`src/rtl/bfm_ahbl2apb_pkg.sv`:
```
// Shared definitions for the AHB-Lite to APB3 bridge.
// - state_e     : bridge FSM state encoding
// - Htrans*     : AHB HTRANS transfer-type codes
// - Hresp*      : AHB HRESP response codes
// - WdogWidth   : width of the APB access watchdog counter
// - is_active_trans : 1 for NONSEQ/SEQ, the only types that start a transfer
package bfm_ahbl2apb_pkg;

  typedef enum logic [2:0] {
    StIdle   = 3'd0,
    StLatch  = 3'd1,
    StSetup  = 3'd2,
    StAccess = 3'd3,
    StErr1   = 3'd4,
    StErr2   = 3'd5
  } state_e;

  localparam logic [1:0] HtransIdle   = 2'b00;
  localparam logic [1:0] HtransBusy   = 2'b01;
  localparam logic [1:0] HtransNonseq = 2'b10;
  localparam logic [1:0] HtransSeq    = 2'b11;

  localparam logic HrespOkay  = 1'b0;
  localparam logic HrespError = 1'b1;

  localparam int unsigned WdogWidth = 16;

  function automatic logic is_active_trans(input logic [1:0] htrans);
    logic active;
    case (htrans)
      HtransNonseq, HtransSeq: active = 1'b1;
      HtransIdle, HtransBusy:  active = 1'b0;
      default:                 active = 1'b0;
    endcase
    return active;
  endfunction

endpackage

```
`src/rtl/bfm_ahbl2apb_wdog.sv`:
```
// APB access watchdog.
// Counts consecutive PREADY-low ACCESS cycles and pulses expire_o in the cycle whose
// increment makes the count reach Timeout. Timeout = 0 disables it (counter held at 0,
// expire_o never asserted).
// Ports:
//   clk_i, rst_ni : clock, asynchronous active-low reset
//   clr_i         : clear the count (start of an access)
//   inc_i         : a PREADY-low ACCESS cycle
//   expire_o      : combinational abort pulse
module bfm_ahbl2apb_wdog
  import bfm_ahbl2apb_pkg::*;
#(
  parameter int unsigned Timeout = 0
) (
  input  logic clk_i,
  input  logic rst_ni,
  input  logic clr_i,
  input  logic inc_i,
  output logic expire_o
);

  localparam logic [WdogWidth:0] Limit   = (WdogWidth + 1)'(Timeout);
  localparam logic               Enabled = (Timeout != 0);

  logic [WdogWidth-1:0] cnt_q, cnt_d;
  logic [WdogWidth:0]   cnt_inc;

  assign cnt_inc = {1'b0, cnt_q} + 1'b1;

  always_comb begin
    cnt_d = cnt_q;
    if (!Enabled || clr_i) begin
      cnt_d = '0;
    end else if (inc_i && !cnt_inc[WdogWidth]) begin
      // Saturate rather than wrap; only matters if nothing completes for 64k cycles.
      cnt_d = cnt_inc[WdogWidth-1:0];
    end
  end

  always_ff @(posedge clk_i or negedge rst_ni) begin
    if (!rst_ni) begin
      cnt_q <= '0;
    end else begin
      cnt_q <= cnt_d;
    end
  end

  assign expire_o = Enabled && inc_i && !clr_i && (cnt_inc == Limit);

endmodule

```
`src/rtl/bfm_ahbl2apb.sv`:
```
// AHB-Lite slave to APB3 master bridge, single clock domain.
// Each accepted NONSEQ/SEQ transfer becomes one APB SETUP/ACCESS transfer. A stuck
// access is aborted by the watchdog after Timeout PREADY-low cycles (0 = never).
// All outputs are registered.
// Ports:
//   hclk_i, hresetn_i           : clock, asynchronous active-low reset
//   hsel_i .. hready_i          : AHB-Lite slave inputs (hsize_i is ignored)
//   hreadyout_o, hresp_o, hrdata_o : AHB-Lite slave outputs
//   psel_o .. pwdata_o          : APB3 master outputs
//   prdata_i, pready_i, pslverr_i : APB3 master inputs
module bfm_ahbl2apb
  import bfm_ahbl2apb_pkg::*;
#(
  parameter int unsigned Timeout = 0
) (
  input  logic        hclk_i,
  input  logic        hresetn_i,
  input  logic        hsel_i,
  input  logic [31:0] haddr_i,
  input  logic        hwrite_i,
  input  logic [1:0]  htrans_i,
  input  logic [2:0]  hsize_i,
  input  logic [31:0] hwdata_i,
  input  logic        hready_i,
  output logic        hreadyout_o,
  output logic        hresp_o,
  output logic [31:0] hrdata_o,
  output logic        psel_o,
  output logic [31:0] paddr_o,
  output logic        pwrite_o,
  output logic        penable_o,
  output logic [31:0] pwdata_o,
  input  logic [31:0] prdata_i,
  input  logic        pready_i,
  input  logic        pslverr_i
);

  state_e      state_q, state_d;
  logic [31:0] addr_q, addr_d;
  logic        write_q, write_d;
  logic        hreadyout_q, hreadyout_d;
  logic        hresp_q, hresp_d;
  logic [31:0] hrdata_q, hrdata_d;
  logic        psel_q, psel_d;
  logic [31:0] paddr_q, paddr_d;
  logic        pwrite_q, pwrite_d;
  logic        penable_q, penable_d;
  logic [31:0] pwdata_q, pwdata_d;

  logic addr_valid;
  logic wd_clr, wd_inc, wd_expire;

  // All transfers are treated as 32-bit.
  logic unused_hsize;
  assign unused_hsize = ^hsize_i;

  assign addr_valid = hsel_i && hready_i && is_active_trans(htrans_i);

  bfm_ahbl2apb_wdog #(
    .Timeout (Timeout)
  ) u_wdog (
    .clk_i    (hclk_i),
    .rst_ni   (hresetn_i),
    .clr_i    (wd_clr),
    .inc_i    (wd_inc),
    .expire_o (wd_expire)
  );

  always_comb begin
    state_d     = state_q;
    addr_d      = addr_q;
    write_d     = write_q;
    hreadyout_d = hreadyout_q;
    hresp_d     = hresp_q;
    hrdata_d    = hrdata_q;
    psel_d      = psel_q;
    paddr_d     = paddr_q;
    pwrite_d    = pwrite_q;
    penable_d   = penable_q;
    pwdata_d    = pwdata_q;
    wd_clr      = 1'b0;
    wd_inc      = 1'b0;

    unique case (state_q)
      // ERR2 is the second error-response cycle but already samples the next address.
      StIdle, StErr2: begin
        hreadyout_d = 1'b1;
        hresp_d     = HrespOkay;
        if (addr_valid) begin
          addr_d      = haddr_i;
          write_d     = hwrite_i;
          hreadyout_d = 1'b0;
          state_d     = StLatch;
        end
      end

      // HWDATA is valid here (AHB data phase).
      StLatch: begin
        if (write_q) begin
          pwdata_d = hwdata_i;
        end
        paddr_d  = addr_q;
        pwrite_d = write_q;
        psel_d   = 1'b1;
        state_d  = StSetup;
      end

      StSetup: begin
        penable_d = 1'b1;
        wd_clr    = 1'b1;
        state_d   = StAccess;
      end

      StAccess: begin
        if (pready_i) begin
          psel_d    = 1'b0;
          penable_d = 1'b0;
          if (!pwrite_q) begin
            hrdata_d = prdata_i;
          end
          if (!pslverr_i) begin
            hreadyout_d = 1'b1;
            state_d     = StIdle;
          end else begin
            hresp_d = HrespError;
            state_d = StErr1;
          end
        end else begin
          wd_inc = 1'b1;
          if (wd_expire) begin
            psel_d    = 1'b0;
            penable_d = 1'b0;
            hresp_d   = HrespError;
            state_d   = StErr1;
          end
        end
      end

      // First error cycle (HREADYOUT low) is already on the bus; raise HREADYOUT.
      StErr1: begin
        hreadyout_d = 1'b1;
        hresp_d     = HrespError;
        state_d     = StErr2;
      end

      default: begin
        state_d = StIdle;
      end
    endcase
  end

  always_ff @(posedge hclk_i or negedge hresetn_i) begin
    if (!hresetn_i) begin
      state_q     <= StIdle;
      addr_q      <= '0;
      write_q     <= 1'b0;
      hreadyout_q <= 1'b1;
      hresp_q     <= HrespOkay;
      hrdata_q    <= '0;
      psel_q      <= 1'b0;
      paddr_q     <= '0;
      pwrite_q    <= 1'b0;
      penable_q   <= 1'b0;
      pwdata_q    <= '0;
    end else begin
      state_q     <= state_d;
      addr_q      <= addr_d;
      write_q     <= write_d;
      hreadyout_q <= hreadyout_d;
      hresp_q     <= hresp_d;
      hrdata_q    <= hrdata_d;
      psel_q      <= psel_d;
      paddr_q     <= paddr_d;
      pwrite_q    <= pwrite_d;
      penable_q   <= penable_d;
      pwdata_q    <= pwdata_d;
    end
  end

  assign hreadyout_o = hreadyout_q;
  assign hresp_o     = hresp_q;
  assign hrdata_o    = hrdata_q;
  assign psel_o      = psel_q;
  assign paddr_o     = paddr_q;
  assign pwrite_o    = pwrite_q;
  assign penable_o   = penable_q;
  assign pwdata_o    = pwdata_q;

endmodule

```
`config.mk`:
```
export PLATFORM = sky130hd
export DESIGN_NAME = bfm_ahbl2apb
export DESIGN_NICKNAME = d
export VERILOG_FILES = /design/src/rtl/bfm_ahbl2apb_pkg.sv /design/src/rtl/bfm_ahbl2apb_wdog.sv /design/src/rtl/bfm_ahbl2apb.sv
export SDC_FILE = /design/constraint.sdc
export NUM_CORES = 1
export LEC_CHECK = 0
export ABC_AREA = 1
export BUFFER_PORTS_ARGS = -buffer_cell sky130_fd_sc_hd__clkbuf_2
export CAP_MARGIN = 40
export CORE_MARGIN = 1.5
export CORE_UTILIZATION = 49
export CTS_CLUSTER_DIAMETER = 80
export DETAILED_ROUTE_END_ITERATION = 8
export PLACE_DENSITY = 0.8
export RECOVER_POWER = 100
export SYNTH_ARGS = -nofsm -noshare
export SYNTH_HDL_FRONTEND = slang
export SYNTH_SLANG_ARGS = --single-unit
```
`constraint.sdc`:
```
create_clock -name hclk_i -period 1.6 [get_ports hclk_i]
set_input_delay 0.24 -clock hclk_i [delete_from_list [all_inputs] [get_ports hclk_i]]
set_output_delay 0.24 -clock hclk_i [all_outputs]
set_load 0.01 [all_outputs]
```
==> summary.txt <==
Worst setup path
  – CP Max Fanout: 17
  – Critical Path End Type: register
  – Critical path required time: 2050 ps
  – Critical path launch point type: register
  – Critical path class: reg -> reg
  – Worst EP arrival: 1970 ps

Global route
  – GRT met2 Usage: 52.05%
  – GR peak layer: met2
  – Gr usage total: 30.32%
  – Initial antenna violation count: 1
  – Global-route wire length before repair: 26870 µm
  – Met1 usage: 34.41%
  – Grt total ovfl: 0
  – Pin count of the biggest net entering global routing: 48
  – Met3 usage: 9.685%
  – Vias in the first global route: 5562

Detailed routing
  – Wire per inst: 15.98 µm
  – Vias per cell: 5.151
  – DR vias: 5470
  – Final Routed Wirelength: 16980 µm
  – Post-route DRC: 0
  – First drt pass iteration count: 6
  – Drt initial violations: 496
  – Post-DRT Antenna Nets: 0

Layout
  – Fin nets: 1020
  – Share of layout cells above drive strength 1: 17.62%
  – Area Growth Syn to Fin: 49.88%
  – Design area: 8030 µm²

Timing
  – RSZ-0062 raised after global routing: false
  – Final setup vio count: 0
  – Period utilization: 94.78%
  – Fmax: 659.5 MHz
  – Final clock skew: 7.283 ps
  – Setup_tns: 0 ps
  – Least-Margin Pin Slew: 1019 ps
  – Post-layout min period: 1516 ps
  – Hold Fails Final Rpt: 0
  – Rel. slew slack: 32.06%
  – Final Slew Violations: 0
  – Setup WS post-layout: 83.59 ps

Placement
  – Pre-CTS setup slack: 34.89 ps
  – Final RePlAce weighted congestion: 0.7780
  – PortBufs: 204
  – Dpl hpwl: 9338 µm
  – Post-DP Area: 6585 µm²

CTS
  – Clock Latency Late Sink: 520 ps
  – CTS sink cnt: 137
  – Root Driver: clkbuf_8
  – TritonCTS Buffers: 17
  – H-tree Lvls: 4
  – Number of buffers on the longest clock path: 2
  – CTS tree: built
  – Worst-path clk slew: 60 ps

Synthesis
  – Synthesized Nets: 711
  – Synth warn: 0
  – Syn avg cell area: 8.885 µm²
  – Synth Register Bits: 137
  – Post-Syn Area: 5358 µm²
  – Post-synth cell types: 17
  – Synth Instances: 603
  – Seq/Total Area, Yosys: 64.01%

Power and ir drop
  – Cell internal pwr: 9.208 mW
  – Clock power share: 25.8%
  – Net Sw Power: 5.879 mW
  – LEAKAGE: 4.278 nW
  – Logic pwr share: 34.5%
  – Share of power burned in registers: 39.7%
  – Sw Ratio: 38.97%
  – Peak VDD IR: 1198 µV
  – Total power per unit cell area: 1879 nW/µm²

Floorplanning
  – Die Ht: 107.6 µm
  – Io pins: 209
  – Row cnt: 37
  – Full die area: 11570 µm²
  – Core area: 10460 µm²
  – Initial core utilization: 51.21%
  – Chip Width: 107.6 µm

Hold path
  – Min-delay worst type: in -> reg

Run
  – Max-Cap Viols: 0

Status
  – Status: complete, no violations
## sequential cells by signal, indices dropped and copies added, names as in the netlist
name / flops
addr_q: 32
pwrite_o: 1
hresp_o: 1
penable_o: 1
hreadyout_o: 1
pwdata_o: 32
hrdata_o: 32
state_q: 3
psel_o: 1
paddr_o: 32
write_q: 1
## logic make-up (layout without fill, tap and decap cells)
group / after synthesis / after routing / share of synthesized area (%)
compound gates: 5 / 5 / 0.4670
simple gates: 420 / 420 / 31.76
flops: 137 / 137 / 64.01
buf+inv: 41 / 363 / 3.760
other cells: 0 / 1 / 0
## cells in the mapped netlist
library cell / count / area [µm²]
nor2_4: 1 / 11.26
clkbuf_1: 11 / 41.29
buf_2: 17 / 85.08
nand3b_2: 1 / 11.26
dfrtp_1: 136 / 3403
nor3_4: 1 / 16.27
dfstp_2: 1 / 26.28
buf_6: 3 / 33.78
o21ai_0: 5 / 25.02
clkinv_1: 1 / 3.750
inv_2: 4 / 15.01
buf_4: 1 / 7.510
inv_1: 4 / 15.01
nand2_1: 344 / 1291
nand3_1: 71 / 355.3
or2_2: 1 / 6.260
nand3_2: 1 / 10.01
## path summary, 6_finish.rpt
kind,depth (start not counted),slack [ps],end,from
worst min-delay path,4,150,psel_o,pready_i
worst max-delay path,6,80,pwdata_o[20],state_q[0]
worst max register to register,6,80,pwdata_o[20],state_q[0]
min in group asynchronous,2,460,pwdata_o[3],hresetn_i
worst min register to register,2,470,paddr_o[1],paddr_o[1]
max in group asynchronous,3,260,hreadyout_o,hresetn_i
## power groups by stage
stage / sequential, mW / combinational, mW / clock (mW)
5_1_grt: 6.14 / 5.80 / 4.12
4_1_cts: 5.93 / 5.29 / 3.96
2_1_floorplan: 6.38 / 2.43 / 0
6_report: 6.00 / 5.20 / 3.89
3_3_place_gp: 5.89 / 4.82 / 0
3_5_place_dp: 5.96 / 5.05 / 0
## final cells by class
class	count	area, µm²
Antenna cell	1	2.502
Clock buffer	18	417.9
Clock inverter	14	172.7
Fill cell	666	2432
Inverter	9	36.28
Multi-Input combinational cell	425	1727
Sequential cell	137	3430
Tap cell	136	170.2
Timing Repair Buffer	322	2074
## critical path: stages (launching register included)
cell      delay [ps]
dfrtp_1          420
inv_2             90
nor3_4           220
buf_12           150
clkbuf_2         310
nand3_1          150
nand2_1          110
## layer usage
| layer | routed length (µm) | up-vias |
|---|---|---|
| met5 | 0 | - |
| met4 | 679 | 0 |
| met3 | 1572 | 67 |
| met2 | 8422 | 340 |
| met1 | 6302 | 2559 |
| li1 | - | 2504 |
## placed cells by master, fill, tap and decap left out, types with 2 or more instances in the layout
master | Yosys | final
nand2_1 | 344 | 344
inv_2 | 4 | 3
clkbuf_1 | 11 | 102
buf_12 | 0 | 4
inv_1 | 4 | 4
clkbuf_16 | 0 | 16
nand3_1 | 71 | 71
bufinv_16 | 0 | 3
clkbuf_2 | 0 | 106
clkinvlp_4 | 0 | 5
dlygate4sd3_1 | 0 | 99
o21ai_0 | 5 | 5
buf_4 | 1 | 10
inv_6 | 0 | 3
clkinv_2 | 0 | 2
dfrtp_1 | 136 | 136
## through the flow
step | utilization, % | std cells | power, mW | hold WS (ps)
2_1_floorplan | - | 603 | 8.812 | -55.59
3_3_place_gp | 62.94 | 929 | 10.71 | 163.7
3_5_place_dp | 62.94 | 929 | 11.00 | 170.0
4_1_cts | 78.08 | 1060 | 15.17 | 120.9
5_1_grt | 76.75 | 1062 | 16.05 | 186.0
6_report | 76.75 | 1062 | 15.09 | 147.9
## timing repair
action                     in CTS  in global routing
hold endpoints to repair      218                  0
cloned                          0                  0
hold buffers                   99                  0
resized for setup               1                  0
setup buffers                   0                  1
setup endpoints to repair       1                 14
pin swaps                       0                  1
Note: power is estimated with default switching activity, not from simulation.
